--- src/rtl/systolic_feeder_2x2_pkg.sv ---
// Shared definitions for the 2x2 systolic feeder, array top and bench.
// Holds the FSM state enum, the feed schedule length, counter width and the
// element slot indices used to pack/unpack 2x2 operand and result matrices.
package systolic_feeder_2x2_pkg;

   typedef enum logic [2:0] {
      StIdle,
      StClear,
      StFeed,
      StDrain,
      StHold
   } state_e;

   localparam int unsigned FEED_LEN = 3;
   localparam int unsigned CNT_W    = 4;

   // Element slot within a packed 2x2 matrix: slot * width selects the element.
   localparam int unsigned IDX_00 = 0;
   localparam int unsigned IDX_01 = 1;
   localparam int unsigned IDX_10 = 2;
   localparam int unsigned IDX_11 = 3;

endpackage

--- src/rtl/systolic_feeder_2x2_if.sv ---
// Load / result handshake bundle for systolic_feeder_2x2.
//   load_valid/load_ready/a_mat/b_mat : operand beat into the feeder
//   res_valid/res_ready/res_c         : packed C result out of the feeder
// slave is the feeder's view, master is the producer/consumer's view.
interface systolic_feeder_2x2_if #(
   parameter int unsigned DATA_W = 16,
   parameter int unsigned ACC_W  = 32
);
   logic                  load_valid;
   logic                  load_ready;
   logic [4*DATA_W-1:0]   a_mat;
   logic [4*DATA_W-1:0]   b_mat;
   logic                  res_valid;
   logic                  res_ready;
   logic [4*ACC_W-1:0]    res_c;

   modport master (
      output load_valid, a_mat, b_mat, res_ready,
      input  load_ready, res_valid, res_c
   );

   modport slave (
      input  load_valid, a_mat, b_mat, res_ready,
      output load_ready, res_valid, res_c
   );
endinterface

--- src/rtl/systolic_skew_mux_2x2.sv ---
// Combinational skew decode for the 2x2 array edge inputs.
//   state, cnt    : feeder FSM state and step counter
//   a_q, b_q      : latched packed operands
//   feed_*        : array edge inputs; zero outside the three FEED steps
// Row 1 / column 1 lag row 0 / column 0 by one step to form the diagonal wave.
module systolic_skew_mux_2x2
   import systolic_feeder_2x2_pkg::*;
#(
   parameter int unsigned DATA_W = 16
) (
   input  state_e              state,
   input  logic [CNT_W-1:0]    cnt,
   input  logic [4*DATA_W-1:0] a_q,
   input  logic [4*DATA_W-1:0] b_q,
   output logic [DATA_W-1:0]   feed_00_W,
   output logic [DATA_W-1:0]   feed_10_W,
   output logic [DATA_W-1:0]   feed_00_N,
   output logic [DATA_W-1:0]   feed_01_N
);

   always_comb begin
      feed_00_W = '0;
      feed_10_W = '0;
      feed_00_N = '0;
      feed_01_N = '0;
      if (state == StFeed) begin
         case (cnt)
            CNT_W'(0): begin
               feed_00_W = a_q[IDX_00*DATA_W +: DATA_W];
               feed_00_N = b_q[IDX_00*DATA_W +: DATA_W];
            end
            CNT_W'(1): begin
               feed_00_W = a_q[IDX_01*DATA_W +: DATA_W];
               feed_00_N = b_q[IDX_10*DATA_W +: DATA_W];
               feed_10_W = a_q[IDX_10*DATA_W +: DATA_W];
               feed_01_N = b_q[IDX_01*DATA_W +: DATA_W];
            end
            CNT_W'(2): begin
               feed_10_W = a_q[IDX_11*DATA_W +: DATA_W];
               feed_01_N = b_q[IDX_11*DATA_W +: DATA_W];
            end
            default: ;
         endcase
      end
   end

endmodule

--- src/rtl/systolic_feeder_2x2.sv ---
// Control and feed stage for the 2x2 systolic matrix-multiply array.
//   clk, reset      : clock, synchronous active-high reset
//   bus (slave)     : operand load handshake and C result handshake
//   pe_clear        : array clear (reset or CLEAR state)
//   feed_*          : skewed operand edge inputs to the array
//   acc_00..acc_11  : PE accumulators, captured on the last DRAIN cycle
//   busy            : high whenever a job is in flight or awaiting pickup
module systolic_feeder_2x2
   import systolic_feeder_2x2_pkg::*;
#(
   parameter int unsigned DATA_W       = 16,
   parameter int unsigned ACC_W        = 32,
   parameter int unsigned DRAIN_CYCLES = 2
) (
   input  logic                 clk,
   input  logic                 reset,
   systolic_feeder_2x2_if.slave bus,
   output logic                 pe_clear,
   output logic [DATA_W-1:0]    feed_00_W,
   output logic [DATA_W-1:0]    feed_10_W,
   output logic [DATA_W-1:0]    feed_00_N,
   output logic [DATA_W-1:0]    feed_01_N,
   input  logic [ACC_W-1:0]     acc_00,
   input  logic [ACC_W-1:0]     acc_01,
   input  logic [ACC_W-1:0]     acc_10,
   input  logic [ACC_W-1:0]     acc_11,
   output logic                 busy
);

   state_e                state_q, state_d;
   logic [CNT_W-1:0]      cnt_q, cnt_d;
   logic [4*DATA_W-1:0]   a_q, a_d;
   logic [4*DATA_W-1:0]   b_q, b_d;
   logic [4*ACC_W-1:0]    res_q, res_d;
   logic                  res_valid_q, res_valid_d;

   always_comb begin
      state_d     = state_q;
      cnt_d       = cnt_q;
      a_d         = a_q;
      b_d         = b_q;
      res_d       = res_q;
      res_valid_d = res_valid_q;
      case (state_q)
         StIdle: begin
            if (bus.load_valid) begin
               a_d     = bus.a_mat;
               b_d     = bus.b_mat;
               state_d = StClear;
            end
         end
         StClear: begin
            cnt_d   = '0;
            state_d = StFeed;
         end
         StFeed: begin
            if (cnt_q == CNT_W'(FEED_LEN - 1)) begin
               cnt_d   = '0;
               state_d = StDrain;
            end else begin
               cnt_d = cnt_q + CNT_W'(1);
            end
         end
         StDrain: begin
            if (cnt_q == CNT_W'(DRAIN_CYCLES - 1)) begin
               res_d       = {acc_11, acc_10, acc_01, acc_00};
               res_valid_d = 1'b1;
               cnt_d       = '0;
               state_d     = StHold;
            end else begin
               cnt_d = cnt_q + CNT_W'(1);
            end
         end
         StHold: begin
            if (bus.res_ready) begin
               res_valid_d = 1'b0;
               state_d     = StIdle;
            end
         end
         default: state_d = StIdle;
      endcase
   end

   always_ff @(posedge clk) begin
      if (reset) begin
         state_q     <= StIdle;
         cnt_q       <= '0;
         a_q         <= '0;
         b_q         <= '0;
         res_q       <= '0;
         res_valid_q <= 1'b0;
      end else begin
         state_q     <= state_d;
         cnt_q       <= cnt_d;
         a_q         <= a_d;
         b_q         <= b_d;
         res_q       <= res_d;
         res_valid_q <= res_valid_d;
      end
   end

   // Clear the array for the whole of reset as well as the CLEAR step.
   assign pe_clear      = reset | (state_q == StClear);
   assign bus.load_ready = (state_q == StIdle);
   assign bus.res_valid  = res_valid_q;
   assign bus.res_c      = res_q;
   assign busy           = (state_q != StIdle);

   systolic_skew_mux_2x2 #(
      .DATA_W (DATA_W)
   ) u_skew_mux (
      .state     (state_q),
      .cnt       (cnt_q),
      .a_q       (a_q),
      .b_q       (b_q),
      .feed_00_W (feed_00_W),
      .feed_10_W (feed_10_W),
      .feed_00_N (feed_00_N),
      .feed_01_N (feed_01_N)
   );

endmodule

--- src/flat_wrapper.sv ---
// flat-port wrapper written by rule: the top's interface ports become plain ports
module systolic_feeder_2x2_flat import systolic_feeder_2x2_pkg::*;
#(
   parameter int unsigned DATA_W       = 16,
   parameter int unsigned ACC_W        = 32,
   parameter int unsigned DRAIN_CYCLES = 2
)
  (clk, reset, pe_clear, feed_00_W, feed_10_W, feed_00_N, feed_01_N, acc_00, acc_01, acc_10, acc_11, busy, bus_load_valid, bus_a_mat, bus_b_mat, bus_res_ready, bus_load_ready, bus_res_valid, bus_res_c);
  systolic_feeder_2x2_if #(.DATA_W(DATA_W), .ACC_W(ACC_W)) bus_i ();
  input  logic clk;
  input  logic reset;
  output logic pe_clear;
  output logic [DATA_W-1:0] feed_00_W;
  output logic [DATA_W-1:0] feed_10_W;
  output logic [DATA_W-1:0] feed_00_N;
  output logic [DATA_W-1:0] feed_01_N;
  input  logic [ACC_W-1:0] acc_00;
  input  logic [ACC_W-1:0] acc_01;
  input  logic [ACC_W-1:0] acc_10;
  input  logic [ACC_W-1:0] acc_11;
  output logic busy;
  input wire logic [$bits(bus_i.load_valid)-1:0] bus_load_valid;
  input wire logic [$bits(bus_i.a_mat)-1:0] bus_a_mat;
  input wire logic [$bits(bus_i.b_mat)-1:0] bus_b_mat;
  input wire logic [$bits(bus_i.res_ready)-1:0] bus_res_ready;
  output wire logic [$bits(bus_i.load_ready)-1:0] bus_load_ready;
  output wire logic [$bits(bus_i.res_valid)-1:0] bus_res_valid;
  output wire logic [$bits(bus_i.res_c)-1:0] bus_res_c;
  assign bus_i.load_valid = bus_load_valid;
  assign bus_i.a_mat = bus_a_mat;
  assign bus_i.b_mat = bus_b_mat;
  assign bus_i.res_ready = bus_res_ready;
  assign bus_load_ready = bus_i.load_ready;
  assign bus_res_valid = bus_i.res_valid;
  assign bus_res_c = bus_i.res_c;
  systolic_feeder_2x2 #(.DATA_W(DATA_W), .ACC_W(ACC_W), .DRAIN_CYCLES(DRAIN_CYCLES)) u_core (.clk(clk), .reset(reset), .bus(bus_i), .pe_clear(pe_clear), .feed_00_W(feed_00_W), .feed_10_W(feed_10_W), .feed_00_N(feed_00_N), .feed_01_N(feed_01_N), .acc_00(acc_00), .acc_01(acc_01), .acc_10(acc_10), .acc_11(acc_11), .busy(busy));
endmodule
--- config.mk ---
export PLATFORM = sky130hd
export DESIGN_NAME = systolic_feeder_2x2_flat
export DESIGN_NICKNAME = d
export VERILOG_FILES = /design/src/rtl/systolic_feeder_2x2_pkg.sv /design/src/rtl/systolic_feeder_2x2_if.sv /design/src/rtl/systolic_skew_mux_2x2.sv /design/src/rtl/systolic_feeder_2x2.sv /design/src/flat_wrapper.sv
export SDC_FILE = /design/constraint.sdc
export NUM_CORES = 1
export LEC_CHECK = 0
export ABC_AREA = 1
export CAP_MARGIN = 25
export CORE_AREA = 2 2 180 182
export CTS_CLUSTER_SIZE = 28
export DETAILED_ROUTE_END_ITERATION = 8
export DIE_AREA = 0 0 182 184
export PLACE_DENSITY_LB_ADDON = 0.15
export SETUP_SLACK_MARGIN = 0.1
export SYNTH_ARGS = -nofsm -noshare
export SYNTH_HDL_FRONTEND = slang
export SYNTH_SLANG_ARGS = --single-unit
--- constraint.sdc ---
create_clock -name clk -period 3.3 [get_ports clk]
set_input_delay 0.66 -clock clk [delete_from_list [all_inputs] [get_ports clk]]
set_output_delay 0.66 -clock clk [all_outputs]
set_load 0.01 [all_outputs]
==> flow_metrics.env, run 1 <==
export IMPL_antenna_found_initial=3
export IMPL_reg2reg_depth=9
export IMPL_hold_buffers=0
export IMPL_port_buffers=455
export IMPL_grt_overflow=0
export IMPL_clk_path_buf_depth=3
export IMPL_seqPwrFrac_pct=39.9
export IMPL_clkPwrFrac_pct=33.5
export IMPL_startpoint_type="flop"
export IMPL_swShare_pct=31.2
export IMPL_rsz0062_at_grt="false"
export IMPL_intPower_mw=6.63
export IMPL_row_count=65
export IMPL_endpoint="feed_00_N[9]"
export IMPL_synth_seq_area_share_pct=50.8
export IMPL_drv_cap=0
export IMPL_setup_slack_ns=0.223
export IMPL_grt_pass1_vias=10000
export IMPL_syn_to_final_growth_pct=54.3
export IMPL_insertion_delay_ns=0.54
export IMPL_pre_cts_slack_ns=0.643
export IMPL_slowest_stage="clkdlybuf4s50_1"
export IMPL_pin_count=456
export IMPL_fillers=3083
export IMPL_wl_per_cell_um=16.6
export IMPL_hold_class="flop to flop"
export IMPL_grt_max_degree=145
export IMPL_cts_made_buffers=29
export IMPL_multi_input_area_um2=4160
export IMPL_final_nets=2054
export IMPL_drt_iter0_drc=612
export IMPL_yosysWarnings=0
export IMPL_worst_setup_path_type="flop to output port"
export IMPL_core_area_um2=31400
export IMPL_die_area_um2=33500
export IMPL_synth_seq_cells=264
export IMPL_routed_wl_um=36700
export IMPL_finalSetupTns_ns=0
export IMPL_cp_required_ns=2.64
export IMPL_cpPeakStageDelay_ns=0.54
export IMPL_power_mw=9.64
export IMPL_vdd_ir_drop_max_mv=0.438
export IMPL_power_switching_mw=3.01
export IMPL_yosysUniqueCellTypes=23
export IMPL_worst_pin_slew_ns=0.971
export IMPL_cts_sinks=264
export IMPL_synthesis_area_um2=10400
export IMPL_cts_tree="yes"
export IMPL_finalHoldViolCount=0
export IMPL_track_usage_pct=20.8
export IMPL_clk_pin_slew_worst_paths_ns=0.06
export IMPL_avgSynthCellArea_um2=7.40
export IMPL_p_leak_nw=5.75
export IMPL_start_util_pct=33.1
export IMPL_dr_pass1_iters=5
export IMPL_syn_nets=1665
export IMPL_endpoint_kind="output port"
export IMPL_synth_edff_count=0
export IMPL_die_h_um=184
export IMPL_postCtsSetupRepairBufs=0
export IMPL_r2r_start="u_core.cnt_q[0]"
export IMPL_synth_cells=1405
export IMPL_outcome="complete, no violations"
export IMPL_comb_power_share_pct=26.6
export IMPL_rrSetupSlack_ns=1.14
export IMPL_utilization_pct=51.1
export IMPL_cp_data_arrival_time_ns=2.42
export IMPL_via_per_inst=4.76
export IMPL_postRouteAntennaNets=0
export IMPL_htree_levels=1
export IMPL_min_period_over_period_pct=93.3
export IMPL_routabilityCongestion=0.816
export IMPL_skew_ns=0.0111
export IMPL_async_reset_ff_share_pct=0
export IMPL_fmax_mhz=325
export IMPL_drive_above_1_share_pct=4.30
export IMPL_critPathMaxFanout=33
export IMPL_hpwlAfterDp_um=25400
export IMPL_relSlewSlack_pct=35.2
export IMPL_setup_viol=0
export IMPL_cts_root_buf="clkbuf_16"
export IMPL_yosys_most_used_dff="dfxtp_1"
export IMPL_grt_pass1_wl_um=56000
export IMPL_power_density_nw_per_um2=601
export IMPL_via_count=10600
export IMPL_register_area_um2=5290
export IMPL_final_max_slew_viol_count=0
export IMPL_cp_cell_sequence="inv_2, nor2_2, nand2_2, buf_6, o22ai_1, inv_1, nor2_1, clkdlybuf4s50_1"
export IMPL_r2r_end="u_core.bus.res_c[53]"
export IMPL_cp_startpoint="u_core.cnt_q[0]"
export IMPL_chipWidth_um=182
export IMPL_fin_crit_ns=3.08
export IMPL_remaining_drc_errors=0
cells by family (layout without fill, tap and decap cells):
family,count (synthesis),after routing,share of synthesized area (%)
and+or+nand+nor,523,523,20.3
other,0,1,0
DFF,264,264,50.8
buffers and inverters,224,633,9.43
xor gates and xnor gates,1,1,0.0842
AOI/OAI and AO/OA,393,393,19.4
through the flow:
step                      cell area (um^2)  hold WS [ns]  instances
after floorplan                      10400         0.430       1405
after global placement               15100         0.441       2165
after detailed placement             15100         0.446       2165
after CTS                            16000         0.455       2216
after global routing                 16000         0.469       2217
final                                16000         0.452       2217
power by group through the flow:
stage	Combinational [mW]	Sequential, mW	Clock (mW)
after floorplan	1.55	3.91	0
after global placement	2.53	3.91	0
after detailed placement	2.56	3.91	0
after CTS	2.58	3.85	3.32
after global routing	2.86	3.89	3.47
final	2.56	3.85	3.23
sequential cells by signal, summed over array words and instances, names as in the netlist:
signal / count
u_core.bus.res_c: 128
u_core.a_q: 64
u_core.bus.res_valid: 1
u_core.cnt_q: 4
u_core.b_q: 64
u_core.state_q: 3
cells in the mapped netlist (4+ instances only):
master    number  area, um^2
buf_2         40         200
dfxtp_1      264        5290
nor2_1       300        1130
o22ai_1       32         200
o21ai_0       82         410
inv_1        105         394
a21oi_1      163         816
inv_2          4        15.0
nand3_1      101         505
o21ai_1      112         561
buf_6         11         124
nand2_1      116         435
clkbuf_1      60         225
timing repair:
| item | 4_1_cts | 5_1_grt |
|---|---|---|
| setup endpoints to repair | 16 | 52 |
| endpoints found under the hold margin | 0 | 0 |
| resized for setup | 1 | 8 |
placed cells by master, fill, tap and decap left out, types with 2 or more instances in the layout:
master           synthesis  layout
a21oi_1                163     163
buf_12                   0       3
buf_2                   40       2
buf_4                    2      12
buf_6                   11       2
clkbuf_1                60       5
clkbuf_16                0      29
clkbuf_8                 0      11
clkdlybuf4s50_1          0     451
clkinv_2                 0       4
dfxtp_1                264     264
dlymetal6s2s_1           0       2
inv_1                  105     104
inv_2                    4       2
inv_4                    0       4
nand2_1                116     115
nand2_4                  0       2
nand3_1                101     101
nand3b_1                 2       2
nor2_1                 300     297
nor2_2                   0       3
o21ai_0                 82      82
o21ai_1                112     112
o21bai_1                 3       3
o22ai_1                 32      32
worst min-delay path by stage:
stage | depth (start not counted) | start | end | slack [ns]
2_1_floorplan | 2 | u_core.a_q[19] | u_core.a_q[19] | 0.43
5_1_grt | 2 | u_core.b_q[45] | u_core.b_q[45] | 0.47
6_report | 2 | u_core.b_q[44] | u_core.b_q[44] | 0.45
3_5_place_dp | 2 | u_core.b_q[14] | u_core.b_q[14] | 0.45
4_1_cts | 2 | u_core.b_q[8] | u_core.b_q[8] | 0.45
3_3_place_gp | 2 | u_core.b_q[37] | u_core.b_q[37] | 0.44
worst max-delay path: cells and delay by family (launching register included):
| kind | cells | cell delay (ns) |
|---|---|---|
| buffers and inverters | 4 | 0.89 |
| and+or+nand+nor | 3 | 0.30 |
| AOI/OAI and AO/OA | 1 | 0.28 |
| DFF | 1 | 0.38 |
per-layer routing:
layer | GRT usage, % | share of wire (%) | vias up
met5 | 0 | 0.074 | -
li1 | - | - | 5351
met1 | 25.7 | 41 | 4738
met3 | 6.38 | 9.0 | 66
met2 | 34.7 | 47 | 392
met4 | 6.77 | 2.9 | 4
layout make-up:
type	count	share of cell area (%)
flip-flops and latches	264	32.9
well taps	402	3.13
clock buffers	45	5.58
multi-input cells	917	25.9
clock inverters	6	0.359
diodes	1	0.0156
repair buffers	472	29.4
inverters	110	2.64
Note: power is estimated with default switching activity, not from simulation.
==> run 2, diff against run 1 <==
- ABC_AREA: 1 -> not set
- CORE_AREA: 2 2 180 182 -> 2 2 177 179
- DIE_AREA: 0 0 182 184 -> 0 0 179 181
- SETUP_SLACK_MARGIN: 0.1 -> 0.05
==> run 2 against run 1 <==
Fmax is 2.2% lower. Via count is 3.5% lower. Synthesized area is 2.7% higher. Largest cell class unchanged.
==> flow_metrics.env, run 2 <==
export IMPL_synthMuxAreaShare_pct=12.2
export IMPL_worst_setup_path_type="flop to output port"
export IMPL_syn_to_final_growth_pct=55.1
export IMPL_rsz0062_at_grt="false"
export IMPL_cp_required_ns=2.64
export IMPL_final_common_cell="nand2_1"
export IMPL_cp_data_arrival_time_ns=2.49
export IMPL_cts_sinks=264
export IMPL_power_density_nw_per_um2=484
export IMPL_yosys_most_used_dff="dfxtp_1"
export IMPL_finalSetupTns_ns=0
export IMPL_via_count=10200
export IMPL_cts_tree="yes"
export IMPL_setup_slack_ns=0.153
export IMPL_final_max_slew_viol_count=0
export IMPL_synth_compound_area_share_pct=11.6
export IMPL_largest_register_ff_count=128
export IMPL_critPathMaxFanout=22
export IMPL_routed_wl_um=36300
export IMPL_port_buffers=455
export IMPL_startpoint_type="flop"
export IMPL_p_leak_nw=5.79
export IMPL_routabilityCongestion=0.783
export IMPL_yosys_area_top_type_share_pct=49.5
export IMPL_finalHoldViolCount=0
export IMPL_cts_root_buf="clkbuf_16"
export IMPL_synth_area_top_cells="dfxtp_1, nand2_1, mux2i_1, a21oi_1, a22oi_1"
export IMPL_synth_simple_area_share_pct=21.6
export IMPL_remaining_drc_errors=0
export IMPL_hold_depth=2
export IMPL_cp_num_buf_inv=3
export IMPL_synth_seq_area_share_pct=49.5
export IMPL_pin_count=456
export IMPL_insertion_delay_ns=0.56
export IMPL_grt_max_degree=261
export IMPL_wl_met2_um=17600
export IMPL_track_usage_pct=21.0
export IMPL_yosysMostFrequentCell="nand2_1"
export IMPL_synthAdderAreaFrac_pct=0
export IMPL_antenna_found_initial=5
export IMPL_critical_path_top_delay_family="buffers and inverters"
export IMPL_avgSynthCellArea_um2=8.14
export IMPL_outcome="complete, no violations"
export IMPL_die_area_um2=32400
export IMPL_grt_pass1_wl_um=53800
export IMPL_synth_xor_area_share_pct=0.164
export IMPL_cp_cell_sequence="nor4b_4, buf_4, buf_6, a22oi_1, nor2_1, clkdlybuf4s50_1"
export IMPL_drt_iter0_drc=568
export IMPL_htree_levels=1
export IMPL_cpPeakStageDelay_ns=0.54
export IMPL_reg2reg_depth=5
export IMPL_yosysUniqueCellTypes=31
export IMPL_drive_above_1_share_pct=4.85
export IMPL_hold_buffers=0
export IMPL_clk_pin_slew_worst_paths_ns=0.06
export IMPL_postRouteAntennaNets=0
export IMPL_synth_cells=1313
export IMPL_met3WireLength_um=3590
export IMPL_yosysWarnings=0
export IMPL_die_h_um=181
export IMPL_dr_pass1_iters=4
export IMPL_start_util_pct=35.2
export IMPL_fmax_mhz=318
export IMPL_setup_viol=0
export IMPL_worst_pin_slew_ns=1.04
export IMPL_synth_top_cell_by_area="dfxtp_1"
export IMPL_final_cell_mix="nand2_1, clkdlybuf4s50_1, dfxtp_1"
export IMPL_clk_path_buf_depth=3
export IMPL_synth_seq_cells=264
export IMPL_drv_cap=0
export IMPL_grt_overflow=0
export IMPL_synth_top_family_by_area="simple AND/OR/NAND/NOR gates"
export IMPL_relSlewSlack_pct=30.3
export IMPL_row_count=64
export IMPL_endpoint_kind="output port"
export IMPL_min_period_over_period_pct=95.4
export IMPL_core_area_um2=30300
export IMPL_grt_pass1_vias=9782
export IMPL_chipWidth_um=179
export IMPL_synth_edff_count=0
export IMPL_fin_crit_ns=3.15
export IMPL_via_per_inst=4.78
export IMPL_hold_class="flop to flop"
export IMPL_synthesis_area_um2=10700
export IMPL_cp_depth=6
export IMPL_dr_max_layer_used="met5"
export IMPL_cts_made_buffers=30
export IMPL_synth_common_cells="nand2_1, dfxtp_1, a21oi_1"
export IMPL_async_reset_ff_share_pct=0
export IMPL_pre_cts_slack_ns=0.357
export IMPL_slowest_stage="clkdlybuf4s50_1"
export IMPL_final_nets=1971
export IMPL_wl_met1_um=14400
export IMPL_syn_nets=1573
export IMPL_hpwlAfterDp_um=25400
export IMPL_vdd_ir_drop_max_mv=0.360
export IMPL_wl_per_cell_um=17.0
export IMPL_skew_ns=0.0124
[run 2: per-stage QoR]
stage / total power [mW] / hold WS, ns / utilization [%] / instances / instance area (um^2)
after floorplan: 4.04 / 0.436 / - / 1313 / 10700
after global placement: 4.58 / 0.442 / 51.0 / 2072 / 15500
after detailed placement: 4.60 / 0.446 / 51.0 / 2072 / 15500
after CTS: 8.10 / 0.454 / 54.4 / 2124 / 16500
after global routing: 8.36 / 0.467 / 54.6 / 2130 / 16600
final: 8.03 / 0.452 / 54.6 / 2130 / 16600
[run 2: final cells by class]
class | instances | area, um^2
diodes | 3 | 7.51
clock buffers | 38 | 832
clock inverters | 14 | 198
fillers | 2853 | 13800
inverters | 4 | 22.5
multi-input cells | 934 | 4910
flip-flops and latches | 264 | 5290
well taps | 396 | 495
repair buffers | 477 | 4810
[run 2: logic make-up after synthesis]
logic type / after synthesis
and+or+nand+nor: 594
DFF: 264
AOI/OAI and AO/OA: 208
muxes: 130
buffers and inverters: 115
xor gates and xnor gates: 2
[run 2: power by group]
part,switching [mW],total (mW),leakage [nW],internal (mW)
Sequential,0.0937,3.43,2.15,3.34
Clock,1.33,3.49,0.510,2.15
Combinational,0.564,1.11,3.13,0.544
[run 2: worst register-to-register path, cell delays in order (launching register included)]
cell and delay (ns):
dfxtp_1 0.43, nor4b_4 0.27, buf_4 0.32, nor4b_4 0.61
buf_4 0.49, mux2i_1 0.25
[run 2: what timing repair did]
item,CTS,global route
setup endpoints to repair,64,53
resized for setup,3,6
pin swaps,0,1
gates cloned,0,1
buffers inserted,0,2
[run 2: worst paths after layout]
| check | startpoint | end | slack [ns] |
|---|---|---|---|
| worst max-delay path | u_core.cnt_q[2] | feed_00_N[5] | 0.15 |
| worst min-delay path | u_core.bus.res_c[115] | u_core.bus.res_c[115] | 0.45 |
| worst max register to register | u_core.cnt_q[2] | u_core.bus.res_c[92] | 0.85 |
| worst min register to register | u_core.bus.res_c[115] | u_core.bus.res_c[115] | 0.45 |
[run 2: layer usage]
metal | global-route usage (%) | vias to the layer above
met2 | 36.4 | 336
met5 | 0 | -
li1 | - | 5116
met1 | 24.2 | 4679
met3 | 7.03 | 50
met4 | 6.05 | 2
